**config.mk**
```make
export PLATFORM = sky130hd
export DESIGN_NAME = pll_lock_monitor
export DESIGN_NICKNAME = d
export VERILOG_FILES = /design/src/rtl/pll_mon_pkg.sv /design/src/rtl/sync_2ff.sv /design/src/rtl/pll_lock_monitor.sv
export SDC_FILE = /design/constraint.sdc
export NUM_CORES = 1
export LEC_CHECK = 0
export CELL_PAD_IN_SITES_DETAIL_PLACEMENT = 0
export CELL_PAD_IN_SITES_GLOBAL_PLACEMENT = 2
export CORE_UTILIZATION = 42
export DETAILED_ROUTE_END_ITERATION = 10
export DONT_BUFFER_PORTS = 1
export PLACE_DENSITY = 0.79
export SETUP_SLACK_MARGIN = 0.2
export SLEW_MARGIN = 15
export SYNTH_ARGS = -nofsm -noshare
export SYNTH_HDL_FRONTEND = slang
export SYNTH_SLANG_ARGS = --single-unit
```
**constraint.sdc**
```tcl
create_clock -name clk -period 5.98 [get_ports clk]
set_input_delay 1.495 -clock clk [delete_from_list [all_inputs] [get_ports clk]]
set_output_delay 1.495 -clock clk [all_outputs]
set_load 0.005 [all_outputs]
```
**src/rtl/pll_mon_pkg.sv**
```systemverilog
// Shared types and helpers for the PLL lock monitor.
package pll_mon_pkg;

    // Supervisor FSM encoding; values are visible on the debug state port.
    typedef enum logic [1:0] {
        StWaitLock = 2'd0,
        StSettle   = 2'd1,
        StRun      = 2'd2
    } mon_state_e;

    // Counter value at which a missing ref_tick rise is declared a frequency fault.
    function automatic int unsigned timeout_cycles(input int unsigned ref_period,
                                                   input int unsigned freq_tol);
        return ref_period + freq_tol + 1;
    endfunction

endpackage

```
**src/rtl/sync_2ff.sv**
```systemverilog
// Two-stage synchronizer for a single asynchronous level, async active-high reset to 0.
module sync_2ff (
    input  logic clk,
    input  logic reset,
    input  logic d,
    output logic q
);

    logic meta_q;
    logic sync_q;

    // Plain two-flop chain; the first stage may go metastable and is never used directly.
    always_ff @(posedge clk or posedge reset) begin
        if (reset) begin
            meta_q <= 1'b0;
            sync_q <= 1'b0;
        end else begin
            meta_q <= d;
            sync_q <= meta_q;
        end
    end

    assign q = sync_q;

endmodule

```
**src/rtl/pll_lock_monitor.sv**
```systemverilog
// Holds the system in reset until the PLL is locked and on frequency, measured against ref_tick.
module pll_lock_monitor
    import pll_mon_pkg::*;
#(
    parameter int unsigned STABLE_CYCLES = 1024,
    parameter int unsigned REF_PERIOD    = 120,
    parameter int unsigned FREQ_TOL      = 2,
    parameter int unsigned CNT_W         = 16
) (
    input  logic             clk,
    input  logic             reset,
    input  logic             pll_lock,
    input  logic             ref_tick,
    output logic             sys_reset,
    output logic             freq_ok,
    output logic [CNT_W-1:0] period_meas,
    output logic [7:0]       lock_lost_count,
    output logic [1:0]       state
);

    localparam int unsigned TIMEOUT  = timeout_cycles(REF_PERIOD, FREQ_TOL);
    localparam int unsigned SETTLE_W = $clog2(STABLE_CYCLES + 1);
    localparam int unsigned LO_BOUND = (REF_PERIOD > FREQ_TOL) ? REF_PERIOD - FREQ_TOL : 0;
    localparam int unsigned HI_BOUND = REF_PERIOD + FREQ_TOL;

    localparam logic [SETTLE_W-1:0] SETTLE_LAST = SETTLE_W'(STABLE_CYCLES - 1);
    localparam logic [CNT_W-1:0]    CNT_MAX     = {CNT_W{1'b1}};
    localparam logic [CNT_W-1:0]    CNT_TIMEOUT = CNT_W'(TIMEOUT);
    localparam logic [CNT_W-1:0]    CNT_LO      = CNT_W'(LO_BOUND);
    localparam logic [CNT_W-1:0]    CNT_HI      = CNT_W'(HI_BOUND);

    logic lock_s;
    logic tick_s;

    sync_2ff u_sync_lock (
        .clk   (clk),
        .reset (reset),
        .d     (pll_lock),
        .q     (lock_s)
    );

    sync_2ff u_sync_tick (
        .clk   (clk),
        .reset (reset),
        .d     (ref_tick),
        .q     (tick_s)
    );

    // ---------------------------------------------------------------- frequency measurement
    logic             tick_q, tick_d;
    logic             tick_rise;
    logic [CNT_W-1:0] cnt_q, cnt_d;
    logic [CNT_W-1:0] meas_q, meas_d;
    logic             freq_ok_q, freq_ok_d;
    logic             first_q, first_d;
    logic             valid_q, valid_d;
    logic             in_tol;

    // Measurement registers.
    always_ff @(posedge clk or posedge reset) begin
        if (reset) begin
            tick_q    <= 1'b0;
            cnt_q     <= '0;
            meas_q    <= '0;
            freq_ok_q <= 1'b0;
            first_q   <= 1'b0;
            valid_q   <= 1'b0;
        end else begin
            tick_q    <= tick_d;
            cnt_q     <= cnt_d;
            meas_q    <= meas_d;
            freq_ok_q <= freq_ok_d;
            first_q   <= first_d;
            valid_q   <= valid_d;
        end
    end

    // Period counting, latching on each rise and timeout detection between rises.
    always_comb begin
        tick_d    = tick_s;
        tick_rise = tick_s & ~tick_q;
        in_tol    = (cnt_q >= CNT_LO) && (cnt_q <= CNT_HI);
        cnt_d     = cnt_q;
        meas_d    = meas_q;
        freq_ok_d = freq_ok_q;
        first_d   = first_q;
        valid_d   = valid_q;
        if (tick_rise) begin
            cnt_d   = CNT_W'(1);
            meas_d  = cnt_q;
            first_d = 1'b1;
            // The first rise after reset only opens a window; its count is meaningless.
            if (first_q) begin
                valid_d = 1'b1;
            end
            freq_ok_d = valid_d && in_tol;
        end else begin
            if (cnt_q != CNT_MAX) begin
                cnt_d = cnt_q + CNT_W'(1);
            end
            // Clear as soon as the counter reaches the limit; saturation stays past it.
            if (cnt_d >= CNT_TIMEOUT) begin
                freq_ok_d = 1'b0;
            end
        end
    end

    // ---------------------------------------------------------------- supervisor FSM
    mon_state_e          state_q, state_d;
    logic [SETTLE_W-1:0] settle_q, settle_d;
    logic [7:0]          lost_q, lost_d;
    logic                sys_reset_q, sys_reset_d;

    // State register and registered outputs.
    always_ff @(posedge clk or posedge reset) begin
        if (reset) begin
            state_q     <= StWaitLock;
            settle_q    <= '0;
            lost_q      <= '0;
            sys_reset_q <= 1'b1;
        end else begin
            state_q     <= state_d;
            settle_q    <= settle_d;
            lost_q      <= lost_d;
            sys_reset_q <= sys_reset_d;
        end
    end

    // Next-state logic; settle count saturates at its last value while waiting for freq_ok.
    always_comb begin
        state_d  = state_q;
        settle_d = settle_q;
        unique case (state_q)
            StWaitLock: begin
                settle_d = '0;
                if (lock_s) begin
                    state_d = StSettle;
                end
            end
            StSettle: begin
                if (!lock_s) begin
                    state_d  = StWaitLock;
                    settle_d = '0;
                end else begin
                    settle_d = (settle_q == SETTLE_LAST) ? settle_q
                                                         : settle_q + SETTLE_W'(1);
                    if ((settle_d == SETTLE_LAST) && freq_ok_q) begin
                        state_d = StRun;
                    end
                end
            end
            StRun: begin
                if (!lock_s || !freq_ok_q) begin
                    state_d = StWaitLock;
                end
            end
            default: begin
                state_d  = StWaitLock;
                settle_d = '0;
            end
        endcase
    end

    // Output logic: reset follows the next state; one count per RUN exit, saturating.
    always_comb begin
        sys_reset_d = (state_d != StRun);
        lost_d      = lost_q;
        if ((state_q == StRun) && (state_d != StRun) && (lost_q != 8'hFF)) begin
            lost_d = lost_q + 8'd1;
        end
    end

    assign sys_reset       = sys_reset_q;
    assign freq_ok         = freq_ok_q;
    assign period_meas     = meas_q;
    assign lock_lost_count = lost_q;
    assign state           = state_q;

endmodule

```
== Word-level counts from Yosys, hierarchy flattened ==
Cells that the tools add are included.

* Flip-flop bits (word level): 62
* Input bits: 4
* Output and inout port bits: 28

* Add/sub/neg operators: 3
* Order comparisons: 3
* Eq/ne operators: 7
* Multiplexer cells: 15
* Bitwise logic cells: 2
* Reduce and logical (&&, ||, !) cells: 10

{| class="wikitable"
|+ Operator list
! kind !! number
|-
| 16-bit two-way mux || 3
|-
| 16-bit by 7-bit greater-or-equal comparator with 1-bit output, second input constant || 2
|-
| 11-bit by 10-bit equality test with 1-bit output, second input constant || 2
|-
| 11-bit two-way mux || 2
|-
| 11-bit one-hot mux with 2 select lines || 1
|-
| 16-bit by 1-bit adder with 16-bit output, second input constant || 1
|-
| 16-bit by 7-bit less-or-equal comparator with 1-bit output, second input constant || 1
|-
| 16-bit != test, second input constant || 1
|-
| 11-bit by 1-bit adder with 11-bit output, second input constant || 1
|-
| 8-bit by 1-bit adder with 8-bit output, second input constant || 1
|-
| 2-bit two-way mux || 4
|-
| 8-bit != test, second input constant || 1
|-
| 2-bit one-hot mux with 3 select lines || 1
|-
| 1-bit logical AND || 5
|-
| 1-bit two-way mux || 4
|-
| 2-bit by 1-bit equality test with 1-bit output, second input constant || 1
|-
| 2-bit equality test, second input constant || 1
|-
| 1-bit logical NOT || 2
|-
| 2-bit logical NOT || 1
|-
| 2-bit != test, second input constant || 1
|-
| 2-bit nonzero test || 1
|-
| 1-bit AND || 1
|-
| 1-bit logical OR || 1
|-
| 1-bit NOT || 1
|}

== Depth between registers and ports, before layout ==
Gate-level depths: netlist of run 1.

* Word-level depth: 10
* Depth in mapped cells: 9
* Gate-level depth less buffers: 8

== By module ==
From an unflattened synthesis of run 1, not the netlist that was laid out.

* Cells, all modules: 360
* Area, all modules: 3313.2 um2

{| class="wikitable"
|+ By module, submodules not included
! module !! times used !! cells an instance !! area an instance (um2) !! seq. area each (um2)
|-
| pll_lock_monitor || 1 || 354 || 3205.6 || 1452.6
|-
| sync_2ff || 2 || 3 || 53.8 || 50.0
|}

== Worst setup path before layout of run 1 ==
No wires, ideal clock.

* Path kind: reg2out
* From: register sys_reset_q (netlist: sys_reset)
* To: output port sys_reset
* Data arrival time: 0.501 ns
* Setup slack: 3.984 ns
* Stages on the path, launching flop included: 1
* Cells stage by stage: dfstp_2

{| class="wikitable"
|+ RTL lines
! element !! line !! RTL
|-
| start: declaration || pll_lock_monitor.sv:112 || <nowiki>logic sys_reset_q, sys_reset_d;</nowiki>
|-
| start signal: assignment || pll_lock_monitor.sv:125 || <nowiki>sys_reset_q <= sys_reset_d;</nowiki>
|-
| end: declaration || pll_lock_monitor.sv:14 || <nowiki>output logic sys_reset,</nowiki>
|}

No word-level cell between the ends.

== Worst setup path after layout of run 1 ==
* From: register settle_q[0]
* To: register state_q[0] (netlist: state[0])

* Cells in the longest elaborated chain, start to end: 7
* Elaborated cells on any way between the ends: 8
* Classes of those cells: add/sub: 1; eq/ne: 2; mux: 4; reduce/logical: 1

{| class="wikitable"
|+ Ends and longest elaborated chain
! element !! line !! RTL
|-
| start: declaration || pll_lock_monitor.sv:110 || <nowiki>logic [SETTLE_W-1:0] settle_q, settle_d;</nowiki>
|-
| start signal: assignment || pll_lock_monitor.sv:123 || <nowiki>settle_q <= settle_d;</nowiki>
|-
| 11-bit by 1-bit adder with 11-bit output or 11-bit by 10-bit equality test with 1-bit output (tied branches) || pll_lock_monitor.sv:146, pll_lock_monitor.sv:145 ||
|-
| 11-bit two-way mux (*) || pll_lock_monitor.sv:145 || <nowiki>settle_d = (settle_q == SETTLE_LAST) ? settle_q</nowiki>
|-
| 11-bit by 10-bit equality test with 1-bit output (*) || pll_lock_monitor.sv:147 || <nowiki>if ((settle_d == SETTLE_LAST) && freq_ok_q) begin</nowiki>
|-
| 1-bit logical AND (*) || pll_lock_monitor.sv:147 ||
|-
| 2-bit two-way mux (*) || pll_lock_monitor.sv:147 ||
|-
| 2-bit two-way mux (*) || pll_lock_monitor.sv:141 || <nowiki>if (!lock_s) begin</nowiki>
|-
| 2-bit one-hot mux with 3 select lines (*) || pll_lock_monitor.sv:133 || <nowiki>unique case (state_q)</nowiki>
|-
| net state_d[0] || pll_lock_monitor.sv:109 || <nowiki>mon_state_e state_q, state_d;</nowiki>
|-
| end signal: assignment || pll_lock_monitor.sv:117 || <nowiki>state_q <= StWaitLock;</nowiki>
|-
| end signal: assignment || pll_lock_monitor.sv:122 || <nowiki>state_q <= state_d;</nowiki>
|-
| end: declaration || pll_lock_monitor.sv:109 ||
|}

Mark *: on every way through the listed nets, which the timed path passes. The rest lies on a longest branch.
A chain may end at the register's enable or synchronous reset.

==> impl_metrics.tcl, run 1 <==
set metrics [dict create \
    status "complete, no violations" \
    post_synth_fa_ha_maj_area_fraction_pct 1.601 \
    path_clk_slew_ps 80 \
    cellPowerDensity_nw_per_um2 281.3 \
    cts.sinks 62 \
    synth_commonest_cells "65 x nand2_1, 61 x dfrtp_1, 27 x nor2_1, 20 x o21ai_0, 14 x a21oi_1" \
    critical_path_class "reg -> reg" \
    clock_path_buffers 2 \
    worstMarginPinSlew_ps 897.5 \
    ys_ff_latch 62 \
    cts_made_buffers 9 \
    worstHoldPathType "reg -> reg" \
    vias 2382 \
    nNetsFinal 341 \
    post-route-util_pct 47.29 \
    yosysTopAreaCell "dfrtp_1" \
    synthMuxAreaShare_pct 0.7206 \
    synthTopCellsByArea "dfrtp_1 49%, nand2_1 7.8%, xnor2_1 3.4%" \
    syn-num-nets 345 \
    area_delta_synth_final_pct 9.167 \
    final_area_um2 3412 \
    syn_area_um2 3125 \
    r2r_cells 7 \
    grt_pass1_vias 2255 \
    final_layout_size_suffix_gt1_share_pct 9.172 \
    startpoint "settle_q[0]$_DFFE_PP0P_" \
    arrival_ps 2610 \
    via_per_inst 5.451 \
    synth_ff_type "dfrtp_1" \
    synth-simple-area-share_pct 25.78 \
    boundaryPins 32 \
    yosysWarnings 0 \
    hpwl_mm 4.390 \
    start_util_pct 43.32 \
    antenna_found_initial 0 \
    met3_usage_pct 4.944 \
    pre_cts_ws_ps 3593 \
    hold_buffers 0 \
    grt_pass1_wl_mm 10.98 \
    min_to "u_sync_lock.q$_DFF_PP0_" \
    min-delay-start "u_sync_lock.meta_q$_DFF_PP0_" \
    io_buffers 0 \
    ys_seq_area_share_pct 49.68 \
    setup_viol 0 \
    synth_compound_area_share_pct 13.09 \
    wl_per_cell_um 15.10 \
    post_cts_buffers 0 \
    firstDrtPassIters 4 \
    insertion_delay_ps 340 \
    r2r-end "state[0]$_DFF_PP0_" \
    cts_max_level 3 \
    grt_usage_pct 18.66 \
    critPathMaxFanout 8 \
    dieArea_um2 7791 \
    ff2ff_setup_slack_ps 3560 \
    min_period_ps 2421 \
    synth-xor-area-share_pct 5.604 \
    core_area_um2 7214 \
    die_w_um 88.27 \
    tns_ps 0 \
    synthArstFlopShare_pct 100.0 \
    synth.most_common_cell "nand2_1" \
    top_usage_layer "met2" \
    netlist_instances 337 \
    rsz0062_at_grt "no" \
    synth_top_family_by_area "simple AND/OR/NAND/NOR gates" \
    drv_cap 0 \
    final_max_slew_viol_count 0 \
    final.setup_skew_ps 9.327 \
    antennaDiodeCount 0 \
    grt_use_met1_pct 24.85 \
    grt_max_degree 63 \
    ys_types 52 \
    drcViolationCount 0 \
    synth_top_area_share_pct 48.84 \
    post-route-period-util_pct 40.48 \
    gp_congestion 0.7728 \
    num_rows 31 \
    die_h_um 88.27 \
    placed_area_um2 3191 \
    finalWirelength_mm 6.598 \
    finalHoldViolCount 0 \
    gr-usage-met2_pct 28.46 \
    start_kind "register" \
    grt-ovfl-total 0 \
    cts-resized-gates 0 \
    syn-mean-instance-area_um2 9.274 \
    synth_edf_count 0 \
    cellLeakagePower_nw 1.474 \
    ir_drop_mv 0.1433 \
    final.setup.worst_slack_ps 3559 \
    cts_tree "yes" \
    hold_path_depth 0 \
    drt_iter0_markers 109 \
    fmax_mhz 413.1 \
    antenna_left 0 \
    crit_path_end_kind "register" \
    cp.required_ps 6170 \
    timing.rr.start "settle_q[0]$_DFFE_PP0P_" \
    relSlewSlack_pct 40.17 \
    cts-root-buf "clkbuf_8" \
]
-- cell type report --
type / instances / area [µm²]
flip-flops and latches: 62 / 1553
clock buffers: 9 / 123.9
multi-input cells: 249 / 1465
clock inverters: 7 / 97.59
well taps: 99 / 123.9
repair buffers: 2 / 15.01
fillers: 728 / 3802
inverters: 9 / 33.78
-- how the worst max path moves through the flow --
stage | to | depth (start not counted)
after floorplan | cnt_q[0]$_DFF_PP0_ | 1
after global placement | state[0]$_DFF_PP0_ | 7
after detailed placement | state[0]$_DFF_PP0_ | 7
after CTS | state[0]$_DFF_PP0_ | 7
after global routing | state[0]$_DFF_PP0_ | 7
final | state[0]$_DFF_PP0_ | 7
-- cell families (layout without fill, tap and decap cells) --
| kind of cell | Yosys count | after routing |
|---|---|---|
| simple gates | 158 | 158 |
| compound gates | 65 | 65 |
| flops | 62 | 62 |
| buf+inv | 26 | 27 |
| xor+xnor | 20 | 20 |
| fa+ha+maj | 4 | 4 |
| mux | 2 | 2 |
-- cells in the final DEF (no fill, tap or decap), types with 7 or more instances in the layout --
cell type and n:
dfrtp_1 61, nand3_1 8, a21oi_1 14, inv_1 8, nand4_1 13, nor2_1 27
nor3_1 7, xor2_1 8, xnor2_1 12, a31oi_1 9, nand2_1 65, clkbuf_8 9
o21ai_0 20
-- where the power goes --
group / leakage (nW) / total, mW / switching [mW] / internal, mW
sequential: 0.827 / 0.478 / 0.0370 / 0.441
clock: 0.106 / 0.410 / 0.174 / 0.236
combinational: 0.542 / 0.0714 / 0.0435 / 0.0280
-- critical path, cell delays in order (launching register included) --
cell and delay [ps]:
dfrtp_1 440, ha_1 270, and3_1 250, nand2_1 150
nor3_2 480, a32oi_1 130, nor4_2 400, a21boi_0 140
-- state kept, by name, summed over array words and instances, names as in the netlist --
| signal | count |
|---|---|
| state | 2 |
| valid_q | 1 |
| u_sync_lock.meta_q | 1 |
| u_sync_lock.q | 1 |
| sys_reset | 1 |
| settle_q | 11 |
| lock_lost_count | 8 |
| period_meas | 16 |
| freq_ok | 1 |
| first_q | 1 |
| u_sync_tick.meta_q | 1 |
| u_sync_tick.q | 1 |
| tick_q | 1 |
| cnt_q | 16 |
-- per-layer routing --
metal  routed length, µm  vias up
met4                 130        0
met2                3095       59
met3                 257       14
met5                   0        -
met1                3115     1139
li1                    -     1170
-- through the flow --
step / power (mW) / instances / hold slack, ps
3_5_place_dp: 0.5600 / 421 / 338.7
3_3_place_gp: 0.5596 / 421 / 337.0
4_1_cts: 0.9738 / 437 / 356.6
6_report: 0.9597 / 437 / 352.5
2_1_floorplan: 0.5428 / 337 / 331.2
5_1_grt: 1.011 / 437 / 359.3
Power figures use the tool's default switching activity.
==> inputs of run 2 (changes only) <==
- CORE_UTILIZATION: 42 -> 36
- PLACE_DENSITY: 0.79 -> 0.72
- clock period: 5.98 -> 2 ns (I/O delays scaled with it)
==> run 2 against run 1 <==
  * Clock-buffer cell count increased by 3
  * Clock power increased to 2.7 times the previous value
  * Flip-flop and latch count unchanged
  * Clock skew increased by 1.0 ps
  * Core utilization decreased by 1.2 points
  * Setup slack got worse by 3400 ps
  * Critical endpoint is now freq_ok$_DFFE_PP0P_
==> impl_metrics.tcl, run 2 (same netlist as run 1, synthesis figures left out) <==
set metrics [dict create \
    cp.required_ps 2270 \
    start_kind "register" \
    pre_cts_ws_ps 3.098 \
    via_per_inst 5.213 \
    die_h_um 95.18 \
    area_delta_synth_final_pct 22.46 \
    placed_area_um2 3528 \
    arrival_ps 2160 \
    worstHoldPathType "in -> async" \
    grt_usage_pct 18.26 \
    timing.rr.start "cnt_q[11]$_DFF_PP0_" \
    antenna_left 0 \
    ff2ff_setup_slack_ps 110 \
    final.setup_skew_ps 10.37 \
    tns_ps 0 \
    critical_path_class "reg -> reg" \
    nNetsFinal 381 \
    rsz0062_at_grt "yes" \
    layout_commonest_cell "nand2_1" \
    firstDrtPassIters 4 \
    fmax_mhz 529.3 \
    finalHoldViolCount 0 \
    cp-endpoint "freq_ok$_DFFE_PP0P_" \
    dieArea_um2 9058 \
    post-route-period-util_pct 94.46 \
    cts_max_level 3 \
    grt_pass1_vias 2433 \
    core_area_um2 8299 \
    vias 2518 \
    startpoint "cnt_q[11]$_DFF_PP0_" \
    crit_path_end_kind "register" \
    clock_path_buffers 2 \
    cts-root-buf "clkbuf_8" \
    insertion_delay_ps 350 \
    r2r-end "freq_ok$_DFFE_PP0P_" \
    ir_drop_mv 0.3998 \
    start_util_pct 37.66 \
    die_w_um 95.18 \
    final_max_slew_viol_count 0 \
    min_period_ps 1889 \
    critPathMaxFanout 5 \
    relSlewSlack_pct 60.87 \
    io_buffers 0 \
    grt_pass1_wl_mm 12.42 \
    cellLeakagePower_nw 1.753 \
    cts_made_buffers 9 \
    status "complete, no violations" \
    drcViolationCount 0 \
    gp_congestion 0.7947 \
    drv_cap 0 \
    setup_viol 0 \
    grt_max_degree 27 \
    final_layout_size_suffix_gt1_share_pct 22.49 \
    final_cell_mix "64 x nand2_1, 60 x dfrtp_1, 40 x buf_4" \
    cts.sinks 62 \
    cts_tree "yes" \
    path_clk_slew_ps 80 \
    final.setup.worst_slack_ps 110.8 \
    cellPowerDensity_nw_per_um2 742.5 \
    antenna_found_initial 0 \
    grt-ovfl-total 0 \
    finalWirelength_mm 7.488 \
    wl_per_cell_um 15.50 \
    r2r_cells 5 \
    worstMarginPinSlew_ps 585.7 \
    drt_iter0_markers 124 \
    final_area_um2 3827 \
    boundaryPins 32 \
    hpwl_mm 5.194 \
    num_rows 33 \
    antennaDiodeCount 0 \
]
-- run 2: changes by cell type in the layout (fill, tap and decap cells not counted), sizes merged --
cell,delta
buf,+40
bufinv,-1
clkbuf,+3
inv,-2
-- run 2: per-stage QoR --
stage	std cells	hold slack [ps]	power, mW	util (%)
floorplan	337	331.2	1.637	-
global placement	462	342.8	1.762	42.51
detailed placement	462	347.7	1.761	42.51
CTS	480	94.41	2.881	45.35
global route	483	123.0	2.987	46.12
finish	483	87.97	2.842	46.12
-- run 2: worst min-delay path by stage --
stage                                            start                          to  slack, ps
after floorplan           u_sync_lock.meta_q$_DFF_PP0_     u_sync_lock.q$_DFF_PP0_        330
after global routing                             reset  period_meas[2]$_DFFE_PP0P_        120
after detailed placement  u_sync_lock.meta_q$_DFF_PP0_     u_sync_lock.q$_DFF_PP0_        350
after global placement    u_sync_tick.meta_q$_DFF_PP0_     u_sync_tick.q$_DFF_PP0_        340
final                                            reset     settle_q[3]$_DFFE_PP0P_         90
after CTS                                        reset  period_meas[2]$_DFFE_PP0P_         90
-- run 2: power breakdown --
part | total [mW] | switching, mW | internal [mW]
Clock | 1.10 | 0.491 | 0.606
Combinational | 0.371 | 0.223 | 0.148
Sequential | 1.37 | 0.0528 | 1.32
-- run 2: worst max-delay path, stage by stage, from the launching register on --
cell     delay, ps
dfrtp_1        420
nand4_4        170
nor4_2         390
a31oi_1        170
or4_4          560
o21ai_2        110
-- run 2: repair_timing --
| item | 4_1_cts | 5_1_grt |
|---|---|---|
| setup buffers | 2 | 3 |
| endpoints found under the setup margin | 4 | 6 |
| gates cloned | 0 | 0 |
| gates resized for setup | 4 | 15 |
| hold buffers | 0 | 0 |
| pin swaps | 7 | 3 |
-- run 2: final cells by class --
| class | count | area [µm²] |
|---|---|---|
| fill | 799 | 4472 |
| multi-input combinational | 249 | 1580 |
| sequential | 62 | 1554 |
| timing repair buffer | 42 | 331.6 |
| clock buffer | 12 | 145.1 |
| tap | 105 | 131.4 |
| clock inverter | 4 | 47.55 |
| inverter | 9 | 37.54 |
-- run 2: per-layer routing --
layer  up-vias  track usage [%]  wire, µm
met5         -                0         0
met4         0            8.333       131
met3        11            4.226       323
met2        43            25.18      3131
met1      1212            26.77      3901
li1       1252                -         -
